<file path="src/rtl/craft_rng_pkg.sv">
// Shared types and helpers for the random-number consumer blocks.
//
// Contents:
//   DEFAULT_DATA_W  - default PRNG word / bound / sample width
//   sampler_state_t - range sampler control states (IDLE, RUN, FLUSH)
//   range_mask()    - all-ones smear up to the MSB of (bound - 1); used
//                     to cut a raw word down before the rejection compare.
//                     Operates on 64 bits, so callers may be up to 64 wide.

package craft_rng_pkg;

    localparam int DEFAULT_DATA_W = 16;

    typedef enum logic [1:0] {
        IDLE  = 2'd0,
        RUN   = 2'd1,
        FLUSH = 2'd2
    } sampler_state_t;

    // Smallest 2^k-1 mask covering bound-1. bound == 0 or 1 gives 0.
    function automatic logic [63:0] range_mask(input logic [63:0] bound);
        logic [63:0] v;
        v = (bound == 64'd0) ? 64'd0 : bound - 64'd1;
        for (int i = 1; i < 64; i = i * 2) begin
            v = v | (v >> i);
        end
        return v;
    endfunction

endpackage

</file>
<file path="src/rtl/sample_fifo.sv">
// Small synchronous FIFO holding accepted samples.
//
// Parameters: DEPTH (power of two, >= 2), WIDTH.
// Ports:
//   clk, rst_n  - clock, asynchronous active-low reset
//   push        - write push_data (ignored when full or flushing)
//   push_data   - data to write
//   pop         - drop head entry (ignored when empty or flushing)
//   flush       - discard all entries this cycle; wins over push/pop
//   full, empty - registered occupancy flags
//   head        - oldest entry, valid whenever !empty
//
// The head is read straight from the storage array so a word pushed into
// an empty FIFO is visible on the very next cycle.

module sample_fifo #(
    parameter int DEPTH = 4,
    parameter int WIDTH = 16
) (
    input  logic             clk,
    input  logic             rst_n,
    input  logic             push,
    input  logic [WIDTH-1:0] push_data,
    input  logic             pop,
    input  logic             flush,
    output logic             full,
    output logic             empty,
    output logic [WIDTH-1:0] head
);

    localparam int AW = $clog2(DEPTH);

    logic [WIDTH-1:0] mem [DEPTH];
    logic [AW-1:0]    wr_ptr_reg;
    logic [AW-1:0]    rd_ptr_reg;
    logic [AW:0]      count_reg;
    logic             do_push;
    logic             do_pop;

    assign full    = (count_reg == (AW+1)'(DEPTH));
    assign empty   = (count_reg == '0);
    assign head    = mem[rd_ptr_reg];
    assign do_push = push && !full && !flush;
    assign do_pop  = pop && !empty && !flush;

    always_ff @(posedge clk) begin
        if (do_push) begin
            mem[wr_ptr_reg] <= push_data;
        end
    end

    always_ff @(posedge clk or negedge rst_n) begin
        if (!rst_n) begin
            wr_ptr_reg <= '0;
            rd_ptr_reg <= '0;
            count_reg  <= '0;
        end else if (flush) begin
            wr_ptr_reg <= '0;
            rd_ptr_reg <= '0;
            count_reg  <= '0;
        end else begin
            if (do_push) begin
                wr_ptr_reg <= wr_ptr_reg + AW'(1);
            end
            if (do_pop) begin
                rd_ptr_reg <= rd_ptr_reg + AW'(1);
            end
            case ({do_push, do_pop})
                2'b10:   count_reg <= count_reg + (AW+1)'(1);
                2'b01:   count_reg <= count_reg - (AW+1)'(1);
                default: count_reg <= count_reg;
            endcase
        end
    end

endmodule

</file>
<file path="src/rtl/prng_range_sampler.sv">
// Range sampler: consumer end of the xor_prng stream.
//
// Pulls raw words from the generator (prng_enable), masks each to the
// smallest power-of-two range covering [0, bound) and rejects any result
// >= bound, so accepted samples are uniform with no modulo bias. Accepted
// samples are buffered in sample_fifo and served on a valid/ready port.
//
// Ports:
//   clk, rst_n   - clock, asynchronous active-low reset
//   cfg_valid    - strobe loading cfg_bound (any state; restarts sampling)
//   cfg_bound    - exclusive upper limit; 0 is an error and parks in IDLE
//   cfg_err      - one-cycle pulse after a zero bound is loaded
//   prng_enable  - consume prng_rand this cycle and advance the generator
//   prng_rand    - current generator word
//   out_valid/out_ready/out_data - sample stream, out_data < bound
//   reject_cnt   - saturating count of rejected draws since last cfg load
//   busy         - sampler is in RUN
//
// Optional feature (macro PRNG_SAMPLER_STATS_EN): adds stat_count (number
// of samples popped) and stat_sum (sum of popped samples), both cleared on
// reset and whenever the FIFO is flushed by a reconfiguration.

module prng_range_sampler
    import craft_rng_pkg::*;
#(
    parameter int DATA_W     = DEFAULT_DATA_W,
    parameter int FIFO_DEPTH = 4,
    parameter int CNT_W      = 16
) (
    input  logic              clk,
    input  logic              rst_n,
    input  logic              cfg_valid,
    input  logic [DATA_W-1:0] cfg_bound,
    output logic              cfg_err,
    output logic              prng_enable,
    input  logic [DATA_W-1:0] prng_rand,
    output logic              out_valid,
    input  logic              out_ready,
    output logic [DATA_W-1:0] out_data,
    output logic [CNT_W-1:0]  reject_cnt,
    output logic              busy
`ifdef PRNG_SAMPLER_STATS_EN
    ,
    output logic [31:0]       stat_count,
    output logic [DATA_W+31:0] stat_sum
`endif
);

    sampler_state_t    state_reg;
    logic [DATA_W-1:0] bound_reg;
    logic [DATA_W-1:0] mask_reg;
    logic              run_after_flush_reg;
    logic              cfg_err_reg;
    logic [CNT_W-1:0]  reject_cnt_reg;

    logic [DATA_W-1:0] cfg_mask;
    logic [DATA_W-1:0] cand;
    logic              accept;
    logic              flush;
    logic              pop;
    logic              fifo_full;
    logic              fifo_empty;
    logic [DATA_W-1:0] fifo_head;

    assign cfg_mask = DATA_W'(range_mask(64'(cfg_bound)));

    // Draw gating uses only registered state and the registered full flag,
    // so out_ready never reaches prng_enable combinationally.
    assign prng_enable = (state_reg == RUN) && !fifo_full;
    assign cand        = prng_rand & mask_reg;
    assign accept      = prng_enable && (cand < bound_reg);

    // Flushing starts in the cfg cycle itself so stale samples are gone
    // from the output port by the time the FLUSH state is visible.
    assign flush = cfg_valid || (state_reg == FLUSH);
    assign pop   = out_valid && out_ready;

    assign out_valid  = !fifo_empty;
    assign out_data   = fifo_head;
    assign cfg_err    = cfg_err_reg;
    assign reject_cnt = reject_cnt_reg;
    assign busy       = (state_reg == RUN);

    sample_fifo #(
        .DEPTH (FIFO_DEPTH),
        .WIDTH (DATA_W)
    ) u_fifo (
        .clk       (clk),
        .rst_n     (rst_n),
        .push      (accept),
        .push_data (cand),
        .pop       (pop),
        .flush     (flush),
        .full      (fifo_full),
        .empty     (fifo_empty),
        .head      (fifo_head)
    );

    always_ff @(posedge clk or negedge rst_n) begin
        if (!rst_n) begin
            state_reg           <= IDLE;
            bound_reg           <= '0;
            mask_reg            <= '0;
            run_after_flush_reg <= 1'b0;
            cfg_err_reg         <= 1'b0;
            reject_cnt_reg      <= '0;
        end else begin
            cfg_err_reg <= 1'b0;
            if (cfg_valid) begin
                // A new cfg always wins, including over one still flushing.
                state_reg      <= FLUSH;
                reject_cnt_reg <= '0;
                if (cfg_bound == '0) begin
                    cfg_err_reg         <= 1'b1;
                    bound_reg           <= '0;
                    mask_reg            <= '0;
                    run_after_flush_reg <= 1'b0;
                end else begin
                    bound_reg           <= cfg_bound;
                    mask_reg            <= cfg_mask;
                    run_after_flush_reg <= 1'b1;
                end
            end else begin
                case (state_reg)
                    FLUSH: begin
                        state_reg      <= run_after_flush_reg ? RUN : IDLE;
                        reject_cnt_reg <= '0;
                    end
                    RUN: begin
                        if (prng_enable && !accept && (reject_cnt_reg != '1)) begin
                            reject_cnt_reg <= reject_cnt_reg + CNT_W'(1);
                        end
                    end
                    default: begin
                        state_reg <= IDLE;
                    end
                endcase
            end
        end
    end

`ifdef PRNG_SAMPLER_STATS_EN
    logic [31:0]       stat_count_reg;
    logic [DATA_W+31:0] stat_sum_reg;

    assign stat_count = stat_count_reg;
    assign stat_sum   = stat_sum_reg;

    always_ff @(posedge clk or negedge rst_n) begin
        if (!rst_n) begin
            stat_count_reg <= '0;
            stat_sum_reg   <= '0;
        end else if (flush) begin
            stat_count_reg <= '0;
            stat_sum_reg   <= '0;
        end else if (pop) begin
            stat_count_reg <= stat_count_reg + 32'd1;
            stat_sum_reg   <= stat_sum_reg + (DATA_W+32)'(fifo_head);
        end
    end
`endif

endmodule

</file>
<file path="config.mk">
export PLATFORM = sky130hd
export DESIGN_NAME = prng_range_sampler
export DESIGN_NICKNAME = d
export VERILOG_FILES = /design/src/rtl/craft_rng_pkg.sv /design/src/rtl/sample_fifo.sv /design/src/rtl/prng_range_sampler.sv
export SDC_FILE = /design/constraint.sdc
export NUM_CORES = 1
export LEC_CHECK = 0
export CAP_MARGIN = 10
export CORE_MARGIN = 1
export CORE_UTILIZATION = 60
export DETAILED_ROUTE_END_ITERATION = 10
export PLACE_DENSITY = 0.85
export SYNTH_ARGS = -nofsm -noshare
export SYNTH_HDL_FRONTEND = slang
export SYNTH_SLANG_ARGS = --single-unit
</file>
<file path="constraint.sdc">
create_clock -name clk -period 5.3 [get_ports clk]
set_input_delay 0.53 -clock clk [delete_from_list [all_inputs] [get_ports clk]]
set_output_delay 0.53 -clock clk [all_outputs]
set_load 0.05 [all_outputs]
</file>
==> impl_metrics.env <==
export IMPL_drt_initial_drc_count=379
export IMPL_synth_cell_area_mm2=0.00617
export IMPL_grt_overflow=0
export IMPL_final_design_area_no_fill_mm2=0.00746
export IMPL_die_height_um=103
export IMPL_worst_slack_ps=1830
export IMPL_totalNegativeSetupSlack_ps=0
export IMPL_quantity_of_i_o_buffers_inserted_on_ports=71
export IMPL_yosysWarningCount=0
export IMPL_grtUsageTotal=0.293
export IMPL_route_detailed_wl_per_inst_um=19.9
export IMPL_worst_slew_pin_transition_ps=1070
export IMPL_first_global_vias=4458
export IMPL_detailedRoute_firstPassIterationCount=5
export IMPL_maxSlewViolCount=0
export IMPL_leading_cell_type_in_the_layout_fill_and_taps_excluded="sky130_fd_sc_hd__clkdlybuf4s50_1"
export IMPL_r2r_start="mask_reg[6]"
export IMPL_worst_ir_drop_vdd_v=0.000192
export IMPL_path_delay_family="flip-flops"
export IMPL_largest_register_ff_count=64
export IMPL_regMostFlops="u_fifo.mem"
export IMPL_run_status="completed"
export IMPL_synthesized_netlist_cell_count=518
export IMPL_layout_nets=640
export IMPL_cts_inserted_buffers=17
export IMPL_cp_buffers_inverters=1
export IMPL_synth_async_sr_flop_share=0.480
export IMPL_design_die_area_mm2=0.0107
export IMPL_die_span_in_x_um=103
export IMPL_route_detailed_drc=0
export IMPL_wl_met3_um=810
export IMPL_final_hold_worst_slack_ps=142
export IMPL_timing_fmax_mhz=288
export IMPL_place_gp_congestion=0.894
export IMPL_initial_antenna_violation_count=0
export IMPL_slew_headroom=0.288
export IMPL_detailedPlacementHpwl_mm=9.04
export IMPL_number_of_setup_buffers_added_after_cts=0
export IMPL_critical_path_class="reg2out"
export IMPL_arrival_ps=2940
export IMPL_synth_edf_count=64
export IMPL_placementRows=36
export IMPL_total_leakage_power_nw=2.87
export IMPL_final_hold_violation_count=0
export IMPL_num_antenna_cells=0
export IMPL_ys_ff_latch=123
export IMPL_maxUsedRoutingLayer="met4"
export IMPL_clock_latency_ps=530
export IMPL_totalPowerFinal_mw=2.34
export IMPL_holdCritPathClass="in2async"
export IMPL_post_route_cells_drive_above_1_share=0.106
export IMPL_p_per_area_mw_per_mm2=314
export IMPL_dp_worst_setup_slack_ps=1460
export IMPL_worstPathRequired_ps=4770
export IMPL_drt_antenna_violating_nets=0
export IMPL_grt_start_max_net_pins=61
export IMPL_post_drt_via_cell_ratio=6.23
export IMPL_fin_worst_skew_ps=6.99
export IMPL_postCtsResizedCells=0
export IMPL_design_portCount=72
export IMPL_post_place_instance_area_mm2=0.00692
export IMPL_category_of_the_worst_setup_path_launch_point="flop"
export IMPL_max_cap_viols=0
export IMPL_cts_root_buffer="sky130_fd_sc_hd__clkbuf_8"
export IMPL_floorplan_initialDensity=0.626
export IMPL_setup_worst_path_start="u_fifo.rd_ptr_reg[0]"
export IMPL_cts_hold_repair_buffers=0
export IMPL_cts_tree="done"
export IMPL_finalCriticalPeriod_ps=3470
export IMPL_timing_critical_path_depth=2
export IMPL_wire_length_of_the_first_global_routing_pass_mm=22.6
export IMPL_synth_lib_cells_used_distinct=70
export IMPL_fp_coreArea_mm2=0.00986
export IMPL_postSynth_topFlopCell="sky130_fd_sc_hd__edfxtp_1"
export IMPL_r2r_cells=8
export IMPL_routed_wl_mm=14.5
export IMPL_timing_final_crit_share=0.654
export IMPL_postSynthNetCount=576
export IMPL_setup_worst_path_end_class="output pin"
export IMPL_clock_tree_buffer_depth=2
export IMPL_htreeDepth=4
export IMPL_wirelength_met1_mm=6.04
export IMPL_synth_seq_area_share=0.551
export IMPL_maximum_fanout_along_the_worst_path=18
export IMPL_setup_violations=0
export IMPL_cts_reportedPaths_clkPinSlew_ps=60
export IMPL_critPathMaxStageDelay_ps=1050
export IMPL_detailroute_wirelength_met2_mm=7.38
export IMPL_cts_num_sinks=123
export IMPL_postSynthAreaPerCell_um2=11.9
export IMPL_final_cell_mix="sky130_fd_sc_hd__clkdlybuf4s50_1, sky130_fd_sc_hd__edfxtp_1, sky130_fd_sc_hd__dfrtp_1, sky130_fd_sc_hd__nand2_1, sky130_fd_sc_hd__inv_1"
export IMPL_crit_chain="mux4_2 > clkdlybuf4s50_1"
export IMPL_rsz0062_at_grt="no"
export IMPL_crit_path_top_delay_cell="sky130_fd_sc_hd__dfrtp_1"
export IMPL_vias=4533
export IMPL_area_delta_synth_final_pct=20.9
-- synth_stat cells, drive strengths merged (4+ instances only) --
master    n  area, um2
nand2b    4       25.0
nor3     10       60.1
nand2    46        175
clkbuf   19       71.3
or4       8       60.1
inv      29        109
nor3b     4       30.0
nor2     28        105
and2     17        106
o21ai    26        130
and3     12       90.1
ha       21        263
o2bb2ai   7       61.3
mux2i     6       60.1
nand4     5       52.6
mux4     16        360
a31oi     7       43.8
dfrtp    59       1480
buf       9       68.8
xnor2     4       35.0
a21oi    21        105
xor2      4       35.0
a21o      5       37.5
edfxtp   64       1920
nor2b     4       25.0
o31ai    11       82.6
or3       9       56.3
nand3    17       85.1
-- power breakdown --
group	leakage [nW]	internal [mW]	switching (mW)
registers	1.31	1.03	0.0127
logic	1.29	0.0876	0.152
clock network	0.264	0.624	0.433
-- metal layers --
layer	up-vias	global-route usage
li1	2078	-
met1	2241	0.385
met2	191	0.483
met3	23	0.0652
met4	0	0.106
met5	-	0
-- through the flow --
stage,util,cells
after floorplan,-,518
after global placement,0.701,696
after detailed placement,0.701,696
after CTS,0.756,728
after global routing,0.756,728
final,0.756,728
-- worst paths after layout --
kind                                        end  slack, ps
max in group asynchronous  u_fifo.rd_ptr_reg[1]       4660
setup reg to reg              u_fifo.mem[0][10]       1960
hold / removal                     mask_reg[14]        140
setup / recovery                    out_data[7]       1830
hold reg to reg                     mask_reg[4]        490
min in group clk                    mask_reg[4]        490
-- cell type report --
class | count | area, um2
well taps | 133 | 166
fillers | 604 | 2400
clock inverters | 13 | 121
clock buffers | 19 | 422
multi-input cells | 338 | 2520
repair buffers | 73 | 721
inverters | 29 | 109
flip-flops and latches | 123 | 3400
-- cells by family after synthesis --
kind of cell	Yosys count	synth area share
AND/OR/NAND/NOR	179	0.167
flip-flops	123	0.551
AO/OA/AOI/OAI	107	0.117
buffers and inverters	57	0.0403
multiplexers	22	0.0681
adder cells (fa/ha/maj)	22	0.0458
XOR/XNOR	8	0.0114
(Power assumes the default switching activity.)
==> patch 1, RTL diff (config.mk and constraints unchanged) <==
The parameter `CNT_W` goes from 16 to 32.
--- a/src/rtl/prng_range_sampler.sv
+++ b/src/rtl/prng_range_sampler.sv
@@ -25,7 +25,7 @@
 #(
     parameter int DATA_W     = DEFAULT_DATA_W,
     parameter int FIFO_DEPTH = 4,
-    parameter int CNT_W      = 16
+    parameter int CNT_W      = 32
 ) (
     input  logic              clk,
     input  logic              rst_n,
Ports: changed (resized reject_cnt); port bits go from 72 to 88. No check against the original RTL was run, so the function may have changed too.
==> patch 1 against the unedited design <==
- area after synthesis is 11% higher
- power is 12% higher
- utilization is 0.99 points higher
- first-iteration DRC count is 25% higher
- worst setup slack worse by 0.085 ns
- design area is 13% higher
- wire length is 20% higher
- count of clock-buffer cells in the layout is 3 higher
- sequential cell count is 16 higher
- sequential share of layout area is 0.41 points lower
- sequential power is 12% higher
- critical path type is now in -> reg
- critical endpoint is now u_fifo.count_reg[2]
- highest routed layer unchanged
==> patch 1: results (changes against the unedited design) <==
- The final weighted congestion in routability-driven placement is 0.874 (-2.3%).
- The first-pass GRT wire length is 27300 microns (+21%).
- The latest clock arrival within the worst-skew pair is 0.42 ns (-0.11 ns).
- The worst hold slack was 0.222 ns (+0.0798 ns).
- The post-synthesis xor/xnor area fraction was 0.0433 (+0.0320).
- The via count of the first global-routing pass is 5159 (+16%).
- The run finished with clean final reports.
- The most used flip-flop cell after synthesis is sky130_fd_sc_hd__dfrtp_1.
- The library cell contributing the largest single delay on the critical path is sky130_fd_sc_hd__clkdlybuf4s50_1.
- The post-synthesis compound-gate area fraction is 0.0763 (-0.0407).
- The total routing usage reported by global routing is 0.317 (+0.0239).
- The arrival time of data at the critical path endpoint is 3.91 ns (+0.97 ns).
- The share of synthesized area spent on multiplexers is 0.0553 (-0.0128).
- The delay of the slowest cell on the worst path is 0.50 ns (-0.55 ns).
- The count of port buffers added during placement came to 87 (+23%).
- The setup clock skew after layout is 0.00969 ns (+0.00270 ns).
- The final wirelength is 17300 microns (+20%).
- The register cell area after layout is 3800 sq um (+12%).
- The maximum number of pins on one net before global-route repair is 76 (+25%).
- The startpoint identified for the worst register-to-register timing path is mask_reg[1].
- The number of nets in the synthesized netlist is 670 (+16%).
- The slew at the pin closest to its max-slew limit was 1.12 ns (+0.0510 ns).
- The critical-path maximum fanout came to 10 (-8).
- The worst register-to-register path ends at u_fifo.count_reg[2].
- The pre-CTS setup slack is 1.48 ns (+0.0192 ns).
- The first element of the critical path is prng_rand[11].
patch 1: changes by cell type after synthesis, sizes merged, moves of 8 or more:
| cell | delta |
|---|---|
| o31ai | -8 |
| dfrtp | +16 |
| o21ai | +10 |
| or3 | +8 |
| nand3 | +16 |
| nor4 | +10 |
| clkbuf | +11 |
| xor2 | +20 |
| nand2 | -8 |
| inv | +8 |
| nand4 | +17 |
| nor2 | +19 |
patch 1: area by class of cell:
type / count / share of cell area
flip-flops and latches: 139 / 0.451
multi-input cells: 400 / 0.332
repair buffers: 90 / 0.106
clock buffers: 22 / 0.0620
well taps: 140 / 0.0208
inverters: 37 / 0.0165
clock inverters: 10 / 0.0120
patch 1: routing by layer:
layer,vias to the layer above,global-route usage,wire (microns)
li1,2367,-,-
met1,2610,0.423,6790
met2,316,0.510,8670
met3,59,0.0568,1270
met4,0,0.141,624
met5,-,0,0
patch 1: power by group through the flow:
| stage | Sequential (mW) | Clock, mW | Combinational (mW) |
|---|---|---|---|
| floorplan | 1.18 | 0 | 0.142 |
| global placement | 1.18 | 0 | 0.218 |
| detailed placement | 1.18 | 0 | 0.227 |
| CTS | 1.16 | 1.23 | 0.236 |
| global route | 1.17 | 1.27 | 0.261 |
| finish | 1.16 | 1.22 | 0.239 |
patch 1: how the worst max path moves through the flow:
stage,end,slack (ns)
3_5_place_dp,u_fifo.count_reg[2],1.48
3_3_place_gp,u_fifo.count_reg[2],1.68
5_1_grt,u_fifo.count_reg[2],1.64
4_1_cts,u_fifo.count_reg[2],1.78
6_report,u_fifo.count_reg[2],1.75
2_1_floorplan,u_fifo.count_reg[2],2.20
==> patch 2, RTL diff (config.mk and constraints unchanged) <==
Made on the original files. Register the output `reject_cnt` once more; this adds one clock of latency there. The other outputs are not delayed to match.
--- a/src/rtl/prng_range_sampler.sv
+++ b/src/rtl/prng_range_sampler.sv
@@ -78,7 +78,9 @@
     assign out_valid  = !fifo_empty;
     assign out_data   = fifo_head;
     assign cfg_err    = cfg_err_reg;
-    assign reject_cnt = reject_cnt_reg;
+    always_ff @(posedge clk) begin
+        reject_cnt <= reject_cnt_reg;
+    end
     assign busy       = (state_reg == RUN);
 
     sample_fifo #(
Check against the original RTL: not equivalent (Yosys sat finds a counterexample within 4 cycles, from zero or initial values and one cycle with rst_n low).
==> patch 2 against the unedited design <==
- combinational power fell by 9.6%
- area after synthesis rose by 3.4%
- count of clock-buffer cells in the layout fell by 1
- register-to-register slack got worse by 0.35 ns
- wire length increased by 0.52%
- critical path depth up 7
- synthesized cell count increased by 0.58%
- worst setup slack lost 0.34 ns
- design area grew 3.4%
- first-iteration DRC count is 23% higher
- sequential cell count rose by 16
- power grew 4.7%
==> patch 2: results (changes against the unedited design) <==
- The run finished with clean final reports.
- The final weighted congestion in routability-driven placement came to 0.829 (-7.4%).
- The starting DRC count in detailed routing is 465 (+23%).
- In the synthesized netlist, the cells that appear most often are sky130_fd_sc_hd__edfxtp_1 (64), sky130_fd_sc_hd__dfrtp_1 (59), sky130_fd_sc_hd__nand2_1 (36).
- The post-synthesis compound-gate area fraction came to 0.111 (-0.00638).
- The number of distinct library cells after synthesis is 69 (-1.4%).
- The number of nets in the synthesized netlist is 579 (+0.52%).
- The via count of the first global-routing pass was 4445 (-0.29%).
- The largest vdd supply drop is 0.000196 V (+2.4%).
- The first-pass GRT wire length was 23000 microns (+1.7%).
- The met3 demand-to-capacity share in global routing came to 0.0462 (-0.0190).
- The detailed route wirelength on metal3 came to 988 microns (+22%).
- The number of iterations in the first detailed-routing pass is 6 (+1).
- The sequential area share after synthesis is 0.583 (+0.0322).
- The net switching fraction of the power is 0.242 (-0.0129).
- The fraction of layout instances using a drive strength above 1 is 0.115 (+0.00874).
- The post-synthesis xor/xnor area fraction is 0.0110 (-0.000372).
- The total leakage power is 2.96 nW (+3.5%).
- The wire length the detailed router placed on met1 is 5730 microns (-5.1%).
- The sum of net half-perimeters after detailed placement was 9130 microns (+1.0%).
- The total via count in the routed design is 4641 (+2.4%).
- The worst register-to-register path begins at mask_reg[10].
- The maximum number of pins on one net before global-route repair is 60 (-1.6%).
- The worst-case headroom to the max-slew limit came to 0.158 (-0.131).
- The total routing usage reported by global routing was 0.281 (-0.0125).
- The total length of routed met2 wires came to 7240 microns (-1.9%).
## patch 2: logic make-up (layout without fill, tap and decap cells)
group | count (synthesis) | after routing
simple gates | 170 | 170
flops | 139 | 139
compound gates | 107 | 107
buf+inv | 54 | 135
fa+ha+maj | 22 | 22
mux | 21 | 21
xor+xnor | 8 | 8
## patch 2: path summary, 6_finish.rpt
path / end / slack, ns / depth (start not counted)
setup / recovery: u_fifo.mem[1][8] / 1.50 / 9
hold / removal: bound_reg[2] / 0.15 / 2
setup reg to reg: u_fifo.mem[1][8] / 1.61 / 8
hold reg to reg: reject_cnt[1] / 0.43 / 0
max in group asynchronous: reject_cnt_reg[8] / 4.63 / 2
min in group clk: reject_cnt[1] / 0.43 / 0
## patch 2: final cells by class
| class | count | area [sq um] | share of cell area |
|---|---|---|---|
| tap | 136 | 170 | 0.0221 |
| sequential | 139 | 3720 | 0.482 |
| timing repair buffer | 74 | 728 | 0.0944 |
| inverter | 29 | 109 | 0.0141 |
| multi-input combinational | 328 | 2450 | 0.318 |
| clock buffer | 18 | 418 | 0.0542 |
| clock inverter | 14 | 119 | 0.0154 |
## patch 2: power groups by stage
stage / Clock [mW] / Sequential [mW] / Combinational (mW)
after floorplan: 0 / 1.18 / 0.129
after global placement: 0 / 1.18 / 0.198
after detailed placement: 0 / 1.18 / 0.207
after CTS: 1.08 / 1.16 / 0.214
after global routing: 1.12 / 1.16 / 0.235
final: 1.07 / 1.16 / 0.216
## patch 2: stage by stage
stage               worst slack (ns)  instance area (sq um)  utilization  std cells  power (mW)
floorplan                       1.78                   6380            -        521        1.31
global placement                1.18                   7180        0.695        706        1.38
detailed placement              1.02                   7180        0.695        706        1.39
CTS                             1.50                   7710        0.747        738        2.45
global route                    1.36                   7710        0.747        738        2.51
finish                          1.50                   7710        0.747        738        2.45
